<file path="src/rtl/report_pkg.sv">
// Shared definitions for the report collector.
// Contents:
//   state_e     - collector FSM states (stream, drain, done)
//   rec_width() - width of one FIFO record {offset, report bits}
package report_pkg;

    typedef enum logic [1:0] {
        StStream = 2'd0,
        StDrain  = 2'd1,
        StDone   = 2'd2
    } state_e;

    // Record layout is {offset, report_bits}; offset occupies the upper bits.
    function automatic int unsigned rec_width(input int unsigned offset_w,
                                              input int unsigned n_reports);
        return offset_w + n_reports;
    endfunction

endpackage

</file>
<file path="src/rtl/report_fifo.sv">
// Synchronous first-word-fall-through FIFO holding report records.
// Ports:
//   clk, reset       - clock and synchronous active-high reset
//   push, push_data  - write request and record; a push while full is accepted
//                      only when a pop happens in the same cycle
//   pop              - remove the head record (ignored when empty)
//   head             - current head record, valid whenever empty=0
//   count            - number of stored records
//   empty, full      - occupancy flags
module report_fifo #(
    parameter int unsigned WIDTH = 40,
    parameter int unsigned DEPTH = 16,
    localparam int unsigned AW   = $clog2(DEPTH),
    localparam int unsigned CW   = AW + 1
) (
    input  logic             clk,
    input  logic             reset,
    input  logic             push,
    input  logic [WIDTH-1:0] push_data,
    input  logic             pop,
    output logic [WIDTH-1:0] head,
    output logic [CW-1:0]    count,
    output logic             empty,
    output logic             full
);

    logic [WIDTH-1:0] mem [DEPTH];
    logic [AW-1:0]    wr_ptr_q;
    logic [AW-1:0]    rd_ptr_q;
    logic [CW-1:0]    count_q;
    logic             wr_en;
    logic             rd_en;

    assign empty = (count_q == '0);
    assign full  = (count_q == CW'(DEPTH));
    assign count = count_q;
    assign head  = mem[rd_ptr_q];

    // When full, the slot being written is the one the pop frees this cycle.
    assign rd_en = pop && !empty;
    assign wr_en = push && (!full || rd_en);

    always_ff @(posedge clk) begin
        if (reset) begin
            wr_ptr_q <= '0;
            rd_ptr_q <= '0;
            count_q  <= '0;
        end else begin
            if (wr_en) begin
                mem[wr_ptr_q] <= push_data;
                wr_ptr_q      <= wr_ptr_q + AW'(1);
            end
            if (rd_en) begin
                rd_ptr_q <= rd_ptr_q + AW'(1);
            end
            count_q <= count_q + CW'(wr_en) - CW'(rd_en);
        end
    end

endmodule

</file>
<file path="src/rtl/report_collector.sv">
// Collects automaton report vectors into a FIFO tagged with symbol offsets.
// Ports:
//   clk, reset             - clock and synchronous active-high reset
//   run, last_symbol       - symbol strobe and end-of-stream qualifier
//   report_bits            - active_state of the reporting STEs for this symbol
//   rpt_valid, rpt_ready   - record handshake (FWFT head of the FIFO)
//   rpt_offset, rpt_vector - symbol offset and report bits of the head record
//   rpt_last               - head is the final record of the stream
//   overflow               - sticky: at least one record was dropped
//   done                   - stream ended and every record has been delivered
module report_collector
    import report_pkg::*;
#(
    parameter int unsigned N_REPORTS = 8,
    parameter int unsigned OFFSET_W  = 32,
    parameter int unsigned DEPTH     = 16
) (
    input  logic                 clk,
    input  logic                 reset,
    input  logic                 run,
    input  logic                 last_symbol,
    input  logic [N_REPORTS-1:0] report_bits,
    output logic                 rpt_valid,
    input  logic                 rpt_ready,
    output logic [OFFSET_W-1:0]  rpt_offset,
    output logic [N_REPORTS-1:0] rpt_vector,
    output logic                 rpt_last,
    output logic                 overflow,
    output logic                 done
);

    localparam int unsigned REC_W = rec_width(OFFSET_W, N_REPORTS);
    localparam int unsigned CW    = $clog2(DEPTH) + 1;

    state_e              state_q;
    logic [OFFSET_W-1:0] offset_q;
    logic                overflow_q;

    logic                accept_sym;
    logic                push;
    logic                pop;
    logic [REC_W-1:0]    head;
    logic [CW-1:0]       fifo_count;
    logic                fifo_empty;
    logic                fifo_full;

    // Symbols only count while streaming; drain/done ignore the input side.
    assign accept_sym = run && (state_q == StStream);
    assign push       = accept_sym && (report_bits != '0);
    assign pop        = rpt_valid && rpt_ready;

    report_fifo #(
        .WIDTH (REC_W),
        .DEPTH (DEPTH)
    ) u_fifo (
        .clk       (clk),
        .reset     (reset),
        .push      (push),
        .push_data ({offset_q, report_bits}),
        .pop       (pop),
        .head      (head),
        .count     (fifo_count),
        .empty     (fifo_empty),
        .full      (fifo_full)
    );

    assign rpt_valid  = !fifo_empty;
    assign rpt_offset = head[REC_W-1:N_REPORTS];
    assign rpt_vector = head[N_REPORTS-1:0];
    assign rpt_last   = (state_q == StDrain) && rpt_valid && (fifo_count == CW'(1));
    assign overflow   = overflow_q;
    assign done       = (state_q == StDone);

    always_ff @(posedge clk) begin
        if (reset) begin
            state_q    <= StStream;
            offset_q   <= '0;
            overflow_q <= 1'b0;
        end else begin
            if (accept_sym) begin
                offset_q <= offset_q + OFFSET_W'(1);
            end
            if (push && fifo_full && !pop) begin
                overflow_q <= 1'b1;
            end
            unique case (state_q)
                StStream: begin
                    if (accept_sym && last_symbol) begin
                        state_q <= StDrain;
                    end
                end
                StDrain: begin
                    // Finish as soon as the final record leaves, so done follows its pop.
                    if (fifo_empty || (pop && fifo_count == CW'(1))) begin
                        state_q <= StDone;
                    end
                end
                StDone: begin
                    state_q <= StDone;
                end
                default: begin
                    state_q <= StStream;
                end
            endcase
        end
    end

endmodule

</file>
<file path="config.mk">
export PLATFORM = sky130hd
export DESIGN_NAME = report_collector
export DESIGN_NICKNAME = d
export VERILOG_FILES = /design/src/rtl/report_pkg.sv /design/src/rtl/report_fifo.sv /design/src/rtl/report_collector.sv
export SDC_FILE = /design/constraint.sdc
export NUM_CORES = 1
export LEC_CHECK = 0
export CAP_MARGIN = 10
export CORE_ASPECT_RATIO = 1.5
export CORE_UTILIZATION = 56
export CTS_CLUSTER_DIAMETER = 60
export DETAILED_ROUTE_END_ITERATION = 16
export GPL_TIMING_DRIVEN = 0
export PLACE_DENSITY_LB_ADDON = 0.05
export SYNTH_ARGS = -nofsm -noshare
export SYNTH_HDL_FRONTEND = slang
export SYNTH_HIERARCHICAL = 1
export SYNTH_SLANG_ARGS = --single-unit
</file>
<file path="constraint.sdc">
create_clock -name clk -period 9.5 [get_ports clk]
set_input_delay 1.425 -clock clk [delete_from_list [all_inputs] [get_ports clk]]
set_output_delay 1.425 -clock clk [all_outputs]
set_load 0.01 [all_outputs]
</file>
==> results.py, run 1 <==
metrics = {
    "sta": {
        "setup_viol": 0,
        "finalHoldViolCount": 0,
        "slew_viol_final": 0,
        "relSlewSlack_pct": 30.3,
        "holdWs_ps": 484,
        "final.min_clock_period_ps": 4800,
        "fmax_mhz": 208,
        "clock_skew_ps": 22.7,
        "max_slew.worst_pin.slew_ps": 1050,
        "finalCritPeriodShare_pct": 50.5,
        "rsz0062_at_grt": "no",
    },
    "logic_synthesis": {
        "synth_commonest_cells": "edfxtp_1, mux4_2, a22oi_1",
        "synth_area_leaders": "edfxtp_1, mux4_2, mux4_1, dfxtp_1, a22oi_1",
        "synth_area_mm2": 0.0269,
        "ys_seq_area_share_pct": 75.4,
        "yosysTopAreaCell": "edfxtp_1",
        "ys_types": 45,
        "synth_top_area_share_pct": 71.6,
        "yosysWarningCount": 6,
        "avgSynthCellArea_um2": 20.7,
        "synth_nets": 1324,
        "synth_top_flop_cell": "edfxtp_1",
        "synth.most_common_cell": "edfxtp_1",
        "ys_ff_latch": 692,
        "synth_enable_flop_cells": 640,
        "syn_inst": 1295,
        "async_flop_share_pct": 0,
    },
    "routing": {
        "drt_iter0_drc": 1154,
        "wl_per_cell_um": 28.6,
        "viasPerCell": 6.36,
        "finalWirelength_um": 60400,
        "first_pass_iters": 5,
        "vias": 13400,
        "detail-route-antenna-nets": 0,
        "drc": 0,
    },
    "power_and_ir_drop": {
        "power_frac_comb_pct": 19.8,
        "p_clk_share_pct": 32.8,
        "peakVddDrop_mv": 0.178,
        "power_frac_seq_pct": 47.5,
        "intPower_uw": 5410,
        "power_leakage_uw": 0.00954,
        "switching_share_pct": 24.4,
        "powerDensity_mw_per_mm2": 231,
        "switching_power_uw": 1740,
    },
    "final_layout": {
        "ff_latch_area_mm2": 0.0203,
        "synthToLayoutAreaGrowth_pct": 15.1,
        "insertedDiodeCount": 0,
        "nFillCells": 3107,
        "drive_above_1_share_pct": 19.0,
        "final_cells": 2113,
        "fin_nets": 1499,
        "final_util_pct": 65.8,
        "multi_input_area_mm2": 0.00616,
    },
    "global_route": {
        "grt_pass1_wl_um": 89400,
        "overflow": 0,
        "grt_max_degree": 24,
        "antenna_found_initial": 0,
        "grt_use_total_pct": 25.4,
        "grt_pass1_vias": 13900,
    },
    "critical_path": {
        "cp-start-kind": "input pin",
        "crit_fanout": 17,
        "critical_path_arrival_ps": 5330,
        "rr_worst_depth": 14,
        "setup.worst_path.end_class": "flop",
        "r2r_setup_slack_ps": 5620,
        "r2r_start": "state_q[1]",
        "critPathKind": "input pin to flop",
        "worstReg2RegEnd": "u_fifo/count[4]",
        "required_ps": 10030,
    },
    "worst_hold_path": {
        "min-delay-start": "overflow",
        "hold_depth": 2,
        "min_to": "overflow",
        "hp-class": "flop to flop",
    },
    "floorplanning": {
        "dieArea_mm2": 0.0489,
        "ios": 57,
        "die_w_um": 181,
        "initial_core_util_pct": 57.2,
        "die-height_um": 270,
        "placementRows": 97,
        "core_region_area_mm2": 0.0470,
    },
    "run": {
        "cap_violations": 0,
    },
    "placement": {
        "port_buffers": 56,
        "place.gp.congestion": 0.785,
        "dpl.hpwl_um": 38200,
        "dp.cells": 2001,
    },
    "clocking": {
        "cts_setup_buffers": 0,
        "cts-root-to-sink-buffers": 3,
        "cts_tree": "yes",
        "cts_hold_buf": 0,
        "clk_latency_ps": 600,
        "cts_resized": 0,
        "clock_sinks": 692,
        "clkTransAtPathRegs_ps": 70,
        "cts_max_level": 2,
        "cts_buffers": 61,
        "cts_root_buf": "clkbuf_16",
    },
    "status": {
        "status": "complete, no violations",
    },
}
[state kept, by name, summed over array words and instances, names as in the netlist, named ones only]
| register | cells |
|---|---|
| overflow | 1 |
| state_q | 2 |
| u_fifo/rd_ptr_q | 4 |
| offset_q | 32 |
| u_fifo/mem | 640 |
| u_fifo/wr_ptr_q | 4 |
| u_fifo/count | 5 |
[cell usage in the layout, fill, tap and decap left out, types with 10 or more instances in the layout]
| cell | count |
|---|---|
| edfxtp_1 | 640 |
| mux4_2 | 100 |
| a22oi_1 | 80 |
| nand2_1 | 67 |
| clkbuf_16 | 61 |
| mux4_1 | 60 |
| clkbuf_1 | 57 |
| clkdlybuf4s50_1 | 56 |
| dfxtp_1 | 52 |
| buf_6 | 41 |
| a21oi_1 | 29 |
| nor2_1 | 25 |
| buf_12 | 21 |
| inv_1 | 18 |
| buf_2 | 15 |
| nand3_1 | 15 |
| ha_1 | 15 |
| or4_1 | 14 |
| o31ai_1 | 13 |
| xor2_1 | 12 |
| clkinv_2 | 11 |
| clkinv_1 | 11 |
| o21ai_0 | 10 |
[kinds of logic (layout without fill, tap and decap cells)]
| family | count (synthesis) | count (layout) | share of synthesized area (%) |
|---|---|---|---|
| AO/OA/AOI/OAI | 138 | 138 | 3.51 |
| XOR/XNOR | 18 | 18 | 0.587 |
| adder cells (fa/ha/maj) | 16 | 16 | 0.773 |
| buffers and inverters | 87 | 311 | 2.01 |
| flip-flops | 692 | 692 | 75.4 |
| multiplexers | 163 | 163 | 14.4 |
| AND/OR/NAND/NOR | 181 | 181 | 3.32 |
[worst max-delay path, stage by stage]
cell             delay (ps)
clkdlybuf4s50_1         700
nor4_1                  680
a21oi_1                 370
o21ai_1                 220
buf_2                   320
ha_1                    190
inv_1                    40
ha_1                    200
fa_1                    440
a21oi_1                 190
nor2_1                   70
or3_1                   340
a21oi_1                 140
[metrics by stage]
step	area [µm²]	power (µW)	worst slack, ps	setup TNS, ps
floorplan	26900	4420	4100	0
global placement	28200	4860	-1010	-244860
detailed placement	29000	4900	3950	0
CTS	30900	7230	4560	0
global route	30900	7400	4410	0
finish	30900	7150	4700	0
[layout make-up]
class	count	area share [%]
clock inverters	29	0.700
clock buffers	83	5.37
well taps	594	2.40
flip-flops and latches	692	65.5
plain buffers	69	1.53
inverters	18	0.219
multi-input cells	516	19.9
repair buffers	112	4.32
[metal layers]
layer / track usage, % / vias up / part of all wire (%)
met4: 7.65 / 0 / 2.5
li1: - / 5780 / -
met1: 33.8 / 7174 / 40
met2: 44.2 / 386 / 52
met5: 0 / - / 0
met3: 3.02 / 97 / 5.1
[worst max-delay path by stage]
stage	start	endpoint	slack (ps)
3_3_place_gp	report_bits[0]	u_fifo/mem[1][34]	-1010
3_5_place_dp	report_bits[0]	u_fifo/count[4]	3950
4_1_cts	report_bits[0]	u_fifo/count[4]	4560
6_report	report_bits[0]	u_fifo/count[4]	4700
5_1_grt	report_bits[0]	u_fifo/count[4]	4410
2_1_floorplan	rpt_ready	u_fifo/mem[0][0]	4100
[power groups by stage]
stage | Clock (µW) | Combinational [µW] | Sequential (µW)
after floorplan | 0 | 969 | 3450
after global placement | 0 | 1400 | 3470
after detailed placement | 0 | 1440 | 3460
after CTS | 2390 | 1440 | 3400
after global routing | 2490 | 1510 | 3400
final | 2340 | 1410 | 3400
No activity file was read; power rests on OpenSTA's default activity.
==> run 2: changes to the inputs <==
- clock period: 9.5 -> 4.8 ns (I/O delays scaled with it)
==> results of run 2 <==
Same layout as run 1 (identical final DEF). Status: complete, no violations.
Among the figures that moved: setup slack after placement 3950 ps -> -49.3 ps; setup slack after layout 4700 ps -> 704 ps; register-to-register setup slack 5620 ps -> 920 ps; total power 7150 µW -> 14200 µW; worst IR drop on VDD 0.178 mV -> 0.352 mV
